**config.mk**
```make
export PLATFORM = sky130hd
export DESIGN_NAME = pop_count_acc_flat
export DESIGN_NICKNAME = d
export VERILOG_FILES = /design/src/rtl/pop_count_acc_if.sv /design/src/rtl/pop_count_acc.sv /design/src/flat_wrapper.sv
export SDC_FILE = /design/constraint.sdc
export NUM_CORES = 1
export LEC_CHECK = 0
export ABC_AREA = 1
export BUFFER_PORTS_ARGS = -buffer_cell sky130_fd_sc_hd__buf_2
export CORE_MARGIN = 4
export CORE_UTILIZATION = 49
export CTS_BUF_LIST = sky130_fd_sc_hd__clkbuf_16
export DETAILED_ROUTE_END_ITERATION = 7
export GPL_TIMING_DRIVEN = 0
export PLACE_DENSITY = 0.85
export SLEW_MARGIN = 20
export SYNTH_ARGS = -nofsm -noshare
export SYNTH_HDL_FRONTEND = slang
export SYNTH_SLANG_ARGS = --single-unit
```
**constraint.sdc**
```tcl
create_clock -name clk -period 1.9 [get_ports clk]
set_clock_uncertainty 0.15 [all_clocks]
set_input_delay 0.38 -clock clk [delete_from_list [all_inputs] [get_ports clk]]
set_output_delay 0.38 -clock clk [all_outputs]
set_load 0.05 [all_outputs]
```
**src/rtl/pop_count_acc_if.sv**
```systemverilog
// pop_count_acc_if -- beat-in / frame-result-out bus for pop_count_acc.
//   Parameters: N_IN (operand bits per beat), ACC_W (result width).
//   Input side : in_valid, in_ready, in_bits[N_IN], in_last.
//   Output side: out_valid, out_ready, out_count[ACC_W], out_ovf.
//   master = producer of beats / consumer of results; slave = the accumulator.
interface pop_count_acc_if #(
    parameter int N_IN  = 4,
    parameter int ACC_W = 8
);
    logic             in_valid;
    logic             in_ready;
    logic [N_IN-1:0]  in_bits;
    logic             in_last;
    logic             out_valid;
    logic             out_ready;
    logic [ACC_W-1:0] out_count;
    logic             out_ovf;

    modport master (
        output in_valid, in_bits, in_last, out_ready,
        input  in_ready, out_valid, out_count, out_ovf
    );

    modport slave (
        input  in_valid, in_bits, in_last, out_ready,
        output in_ready, out_valid, out_count, out_ovf
    );
endinterface

```
**src/rtl/pop_count_acc.sv**
```systemverilog
// pop_count_acc -- counts the ones across all beats of a frame.
//   Each accepted beat adds popcount(in_bits) to a frame accumulator. The beat
//   flagged in_last closes the frame: one cycle later the total is presented on
//   out_count/out_ovf with out_valid, and held until out_ready.
//   SAT=1 clamps the total at 2^ACC_W-1, SAT=0 wraps modulo 2^ACC_W; in both
//   modes out_ovf reports that the true total did not fit in ACC_W bits.
// Ports:
//   clk    - clock, rising edge
//   rst_n  - asynchronous active-low reset
//   bus    - pop_count_acc_if.slave (beat input and result output handshakes)
module pop_count_acc #(
    parameter int N_IN  = 4,
    parameter int ACC_W = 8,
    parameter int SAT   = 1
) (
    input logic            clk,
    input logic            rst_n,
    pop_count_acc_if.slave bus
);
    localparam int PC_W  = $clog2(N_IN + 1);
    localparam int SUM_W = ACC_W + 1;
    localparam logic [ACC_W-1:0] ACC_MAX = '1;

    typedef enum logic [1:0] {IDLE, ACCUM, HOLD} state_t;

    state_t           state;
    logic [ACC_W-1:0] acc;
    logic             ovf;
    logic             rdy;
    logic             out_valid;
    logic [ACC_W-1:0] out_count;
    logic             out_ovf;

    logic [PC_W-1:0]  pc;
    logic [SUM_W-1:0] sum;
    logic             carry;
    logic [ACC_W-1:0] acc_nxt;
    logic             ovf_nxt;
    logic             take;

    always_comb begin
        pc = '0;
        for (int i = 0; i < N_IN; i++)
            pc = pc + PC_W'(bus.in_bits[i]);
    end

    // One extra bit of headroom: the top bit of sum is the overflow carry.
    // Once clamped in SAT mode every further non-zero beat carries again, so
    // the accumulator stays pinned at ACC_MAX without extra state.
    always_comb begin
        sum     = {1'b0, acc} + SUM_W'(pc);
        carry   = sum[ACC_W];
        ovf_nxt = ovf | carry;
        acc_nxt = (SAT != 0 && carry) ? ACC_MAX : sum[ACC_W-1:0];
        take    = bus.in_valid & rdy;
    end

    // in_ready is registered: it is low throughout reset and during HOLD, and
    // comes back one edge after the result handshake, so a beat offered in the
    // handshake cycle is only taken on the following cycle.
    always_ff @(posedge clk or negedge rst_n) begin
        if (!rst_n) begin
            state     <= IDLE;
            acc       <= '0;
            ovf       <= 1'b0;
            rdy       <= 1'b0;
            out_valid <= 1'b0;
            out_count <= '0;
            out_ovf   <= 1'b0;
        end else begin
            case (state)
                IDLE, ACCUM: begin
                    rdy <= 1'b1;
                    if (take) begin
                        acc <= acc_nxt;
                        ovf <= ovf_nxt;
                        if (bus.in_last) begin
                            out_count <= acc_nxt;
                            out_ovf   <= ovf_nxt;
                            out_valid <= 1'b1;
                            rdy       <= 1'b0;
                            state     <= HOLD;
                        end else begin
                            state <= ACCUM;
                        end
                    end
                end
                HOLD: begin
                    if (bus.out_ready) begin
                        out_valid <= 1'b0;
                        acc       <= '0;
                        ovf       <= 1'b0;
                        rdy       <= 1'b1;
                        state     <= IDLE;
                    end
                end
                default: begin
                    state <= IDLE;
                    rdy   <= 1'b0;
                end
            endcase
        end
    end

    assign bus.in_ready  = rdy;
    assign bus.out_valid = out_valid;
    assign bus.out_count = out_count;
    assign bus.out_ovf   = out_ovf;
endmodule

```
**src/flat_wrapper.sv**
```systemverilog
// flat-port wrapper written by rule: the top's interface ports become plain ports
module pop_count_acc_flat 
#(
    parameter int N_IN  = 4,
    parameter int ACC_W = 8,
    parameter int SAT   = 1
)
  (clk, rst_n, bus_in_valid, bus_in_bits, bus_in_last, bus_out_ready, bus_in_ready, bus_out_valid, bus_out_count, bus_out_ovf);
  pop_count_acc_if #(.N_IN(N_IN), .ACC_W(ACC_W)) bus_i ();
  input logic clk;
  input logic rst_n;
  input wire logic [$bits(bus_i.in_valid)-1:0] bus_in_valid;
  input wire logic [$bits(bus_i.in_bits)-1:0] bus_in_bits;
  input wire logic [$bits(bus_i.in_last)-1:0] bus_in_last;
  input wire logic [$bits(bus_i.out_ready)-1:0] bus_out_ready;
  output wire logic [$bits(bus_i.in_ready)-1:0] bus_in_ready;
  output wire logic [$bits(bus_i.out_valid)-1:0] bus_out_valid;
  output wire logic [$bits(bus_i.out_count)-1:0] bus_out_count;
  output wire logic [$bits(bus_i.out_ovf)-1:0] bus_out_ovf;
  assign bus_i.in_valid = bus_in_valid;
  assign bus_i.in_bits = bus_in_bits;
  assign bus_i.in_last = bus_in_last;
  assign bus_i.out_ready = bus_out_ready;
  assign bus_in_ready = bus_i.in_ready;
  assign bus_out_valid = bus_i.out_valid;
  assign bus_out_count = bus_i.out_count;
  assign bus_out_ovf = bus_i.out_ovf;
  pop_count_acc #(.N_IN(N_IN), .ACC_W(ACC_W), .SAT(SAT)) u_core (.clk(clk), .rst_n(rst_n), .bus(bus_i));
endmodule
```
==> key figures <==
Run status
  – Failing checks: setup timing
  – Status: finished, violations left

Global routing
  – First-pass GRT wire length: roughly 4.8 mm
  – Pin count of the biggest net entering global routing: 23
  – Number of global-route vias before repair: 1176
  – GR Util All Layers: 18.2%
  – Initial antenna violation count: 0
  – GRT overflow: 0

Drt
  – Via/cell ratio: roughly 5.2
  – DRC viols: 0
  – DR iter-0 viols: 24
  – DR WL/cell: approximately 13 um
  – DR pass1 iterations: 4
  – DRT antenna net count: 0
  – Drt total wl: 2.83 mm
  – Via count: 1099

Synthesis
  – Synth Cell Area: roughly 1200 sq um
  – Share of the yosys chip area belonging to registers: 44.3%
  – Cell with the most instances after synthesis: nand2_1
  – Synth async-reset ratio: 100%
  – Synth Area in Compound Gates: 7.04%
  – Post-synth top cells: 63 x nand2_1, 23 x inv_1, 22 x dfrtp_1
  – Share of synthesized area spent on multiplexers: 0%
  – Post-Synth Simple-Gate Area: between 30% and 40%
  – Yosys top cell by area: dfrtp_1
  – Ys flop type: dfrtp_1
  – Synth unique cells: 25
  – Top cells by area, synth: dfrtp_1 44%, nand2_1 19%, inv_1 6.9%
  – Adder-Cell Fraction of Synth Area: 8.25%
  – Top-area cell type share of the netlist area: 44.3%
  – Post-synth EDFFs: 0
  – Seq cells post-synth: 22
  – Post-Syn Instances: 156
  – Yosys warnings: 0
  – Largest family of logic cells by synthesized area: simple AND/OR/NAND/NOR gates
  – Avg Inst Size Synth: 7.97 sq um
  – XOR/XNOR share of the synthesized area: 0%
  – Net count after synthesis: 172

Hold path
  – Hold WC Path Type: primary input to flip-flop
  – Hold Path Sink: u_core.state[0]
  – Hold depth: 2
  – Hold Path Origin: bus_in_last

Timing
  – Tightest Pin Transition: 497 ps
  – Final period demand of the worst path: about 2400 ps
  – Max-slew headroom: 66.8%
  – Final setup margin: -528 ps
  – Final setup fails: 18
  – Period utilisation layout: 128%
  – Setup TNS: -8730 ps
  – Max Fclk: a little over 400 MHz
  – Pins Over Slew Limit: 0
  – Final Hold Vio Count: 0
  – RSZ-0062 raised after global routing: true

Die
  – Die area: between 3000 and 4000 sq um
  – Initial cell density of the core: 53.6%
  – IO Count: 20
  – Die H: approximately 60 um
  – Core area: 2320 sq um
  – Die width: 58.4 um
  – Row cnt: 17

Clocking
  – Clk sinks: 22
  – Clock buffer count from CTS: 3
  – CTS tree: yes
  – Worst-path clk slew: around 60 ps
  – H-tree depth: 1
  – Clk_lat worst skew: 250 ps
  – Clk buf depth: 2
  – Root Buffer: clkbuf_16

Layout
  – Area delta synth->final: 25.4%
  – Layout cells sized above 1: a little under a third
  – Final Instance Count excl. Fillers: 210
  – Final nets: 200
  – Antenna diodes: 0
  – Fill cell count: 170

Power and ir drop
  – Lkg Pwr: 0.000872 uW
  – VDD IR max: 0.906 mV
  – Power density over the cells: 1260 nW/um^2

Critical path
  – R2R setup slack: 60 ps
  – Critical Path RT: about 1900 ps
  – Reg2reg end: u_core.bus.out_count[2]
  – Critical Path Fanout Max: 5
  – WP data arrival: approximately 2500 ps
  – Critical Path Source Type: primary input
  – R2R cell count: 10
  – CP Capture Type: flip-flop
  – Worst flop-to-flop path startpoint: u_core.acc[0]
  – Crit Path Class: primary input to flip-flop

Place
  – Placed insts: 203
  – Placer Congestion: 0.952
  – Hpwl dp: 1.99 mm
  – # port buffers: 19

Run
  – Max-cap viol count: 0
-- flip-flops by register name (all words and copies together) (netlist names) --
signal	flops
u_core.acc	8
u_core.bus.out_valid	1
u_core.bus.in_ready	1
u_core.bus.out_ovf	1
u_core.bus.out_count	8
u_core.state	2
u_core.ovf	1
-- cell type report --
| type | count | area [sq um] | share of cell area, % |
|---|---|---|---|
| inverters | 24 | 91.3 | 5.86 |
| plain buffers | 2 | 16.3 | 1.04 |
| repair buffers | 22 | 133 | 8.51 |
| multi-input cells | 109 | 658 | 42.2 |
| well taps | 28 | 35.0 | 2.25 |
| flip-flops and latches | 22 | 551 | 35.3 |
| clock buffers | 3 | 75.1 | 4.82 |
-- through the flow --
| step | hold slack [ps] | instance area, sq um | util, % | setup WS (ps) | total power (uW) |
|---|---|---|---|---|---|
| finish | 199 | 1560 | 67.2 | -528 | 1960 |
| global route | 212 | 1560 | 67.2 | -607 | 2080 |
| CTS | 194 | 1550 | 66.9 | -502 | 1950 |
| detailed placement | 224 | 1410 | 60.7 | -884 | 1480 |
| global placement | 214 | 1410 | 60.7 | -831 | 1450 |
| floorplan | -65.6 | 1280 | - | -587 | 1290 |
-- cell families after synthesis --
logic type,after synthesis
AND/OR/NAND/NOR,87
buffers and inverters,26
flip-flops,22
AO/OA/AOI/OAI,14
adder cells (fa/ha/maj),7
-- power breakdown --
part / switching, uW / internal [uW]
Combinational: 604 / 268
Clock: 149 / 277
Sequential: 83.2 / 583
Total: 836 / 1130
-- placed cells by master, fill, tap and decap left out, drive strengths merged --
master	n
nor3	1
o21ai	6
buf	23
nand4	2
nor2	8
dfrtp	22
nand3	9
nand2	68
fa	2
clkbuf	3
dlygate4sd3	1
clkinv	1
inv	23
a31oi	2
ha	5
a21oi	5
o22ai	1
-- critical path: stages --
cell	delay, ps
buf_6	100
ha_4	220
inv_2	50
fa_2	420
inv_2	90
ha_4	140
inv_2	40
fa_2	330
inv_2	80
nand2_4	60
a21oi_4	210
nand2_4	120
o21ai_2	90
nand2_1	70
nand2_1	60
-- how the worst max path moves through the flow --
| stage | startpoint | endpoint | slack, ps | depth (start not counted) |
|---|---|---|---|---|
| CTS | bus_in_bits[0] | u_core.bus.out_count[2] | -500 | 15 |
| detailed placement | bus_in_bits[1] | u_core.acc[2] | -880 | 15 |
| global placement | bus_in_bits[1] | u_core.acc[2] | -830 | 15 |
| global route | bus_in_bits[0] | u_core.acc[5] | -610 | 15 |
| finish | bus_in_bits[0] | u_core.bus.out_count[2] | -530 | 15 |
| floorplan | bus_in_bits[1] | u_core.acc[2] | -590 | 14 |
-- per-layer routing --
metal  share of wire, %  global-route usage, %
met1                 40                   18.5
met2                 52                   33.3
met3                5.0                   5.04
met4                3.5                   9.60
met5                  0                      0
-- repair_timing --
| action | 4_1_cts | 5_1_grt |
|---|---|---|
| pin swaps | 8 | 0 |
| setup endpoints to repair | 18 | 18 |
| gates resized for setup | 10 | 2 |
| buffers inserted | 1 | 1 |
| hold buffers | 1 | 0 |
| gates cloned | 1 | 0 |
| endpoints found under the hold margin | 22 | 0 |
No activity file was read; power rests on OpenSTA's default activity.
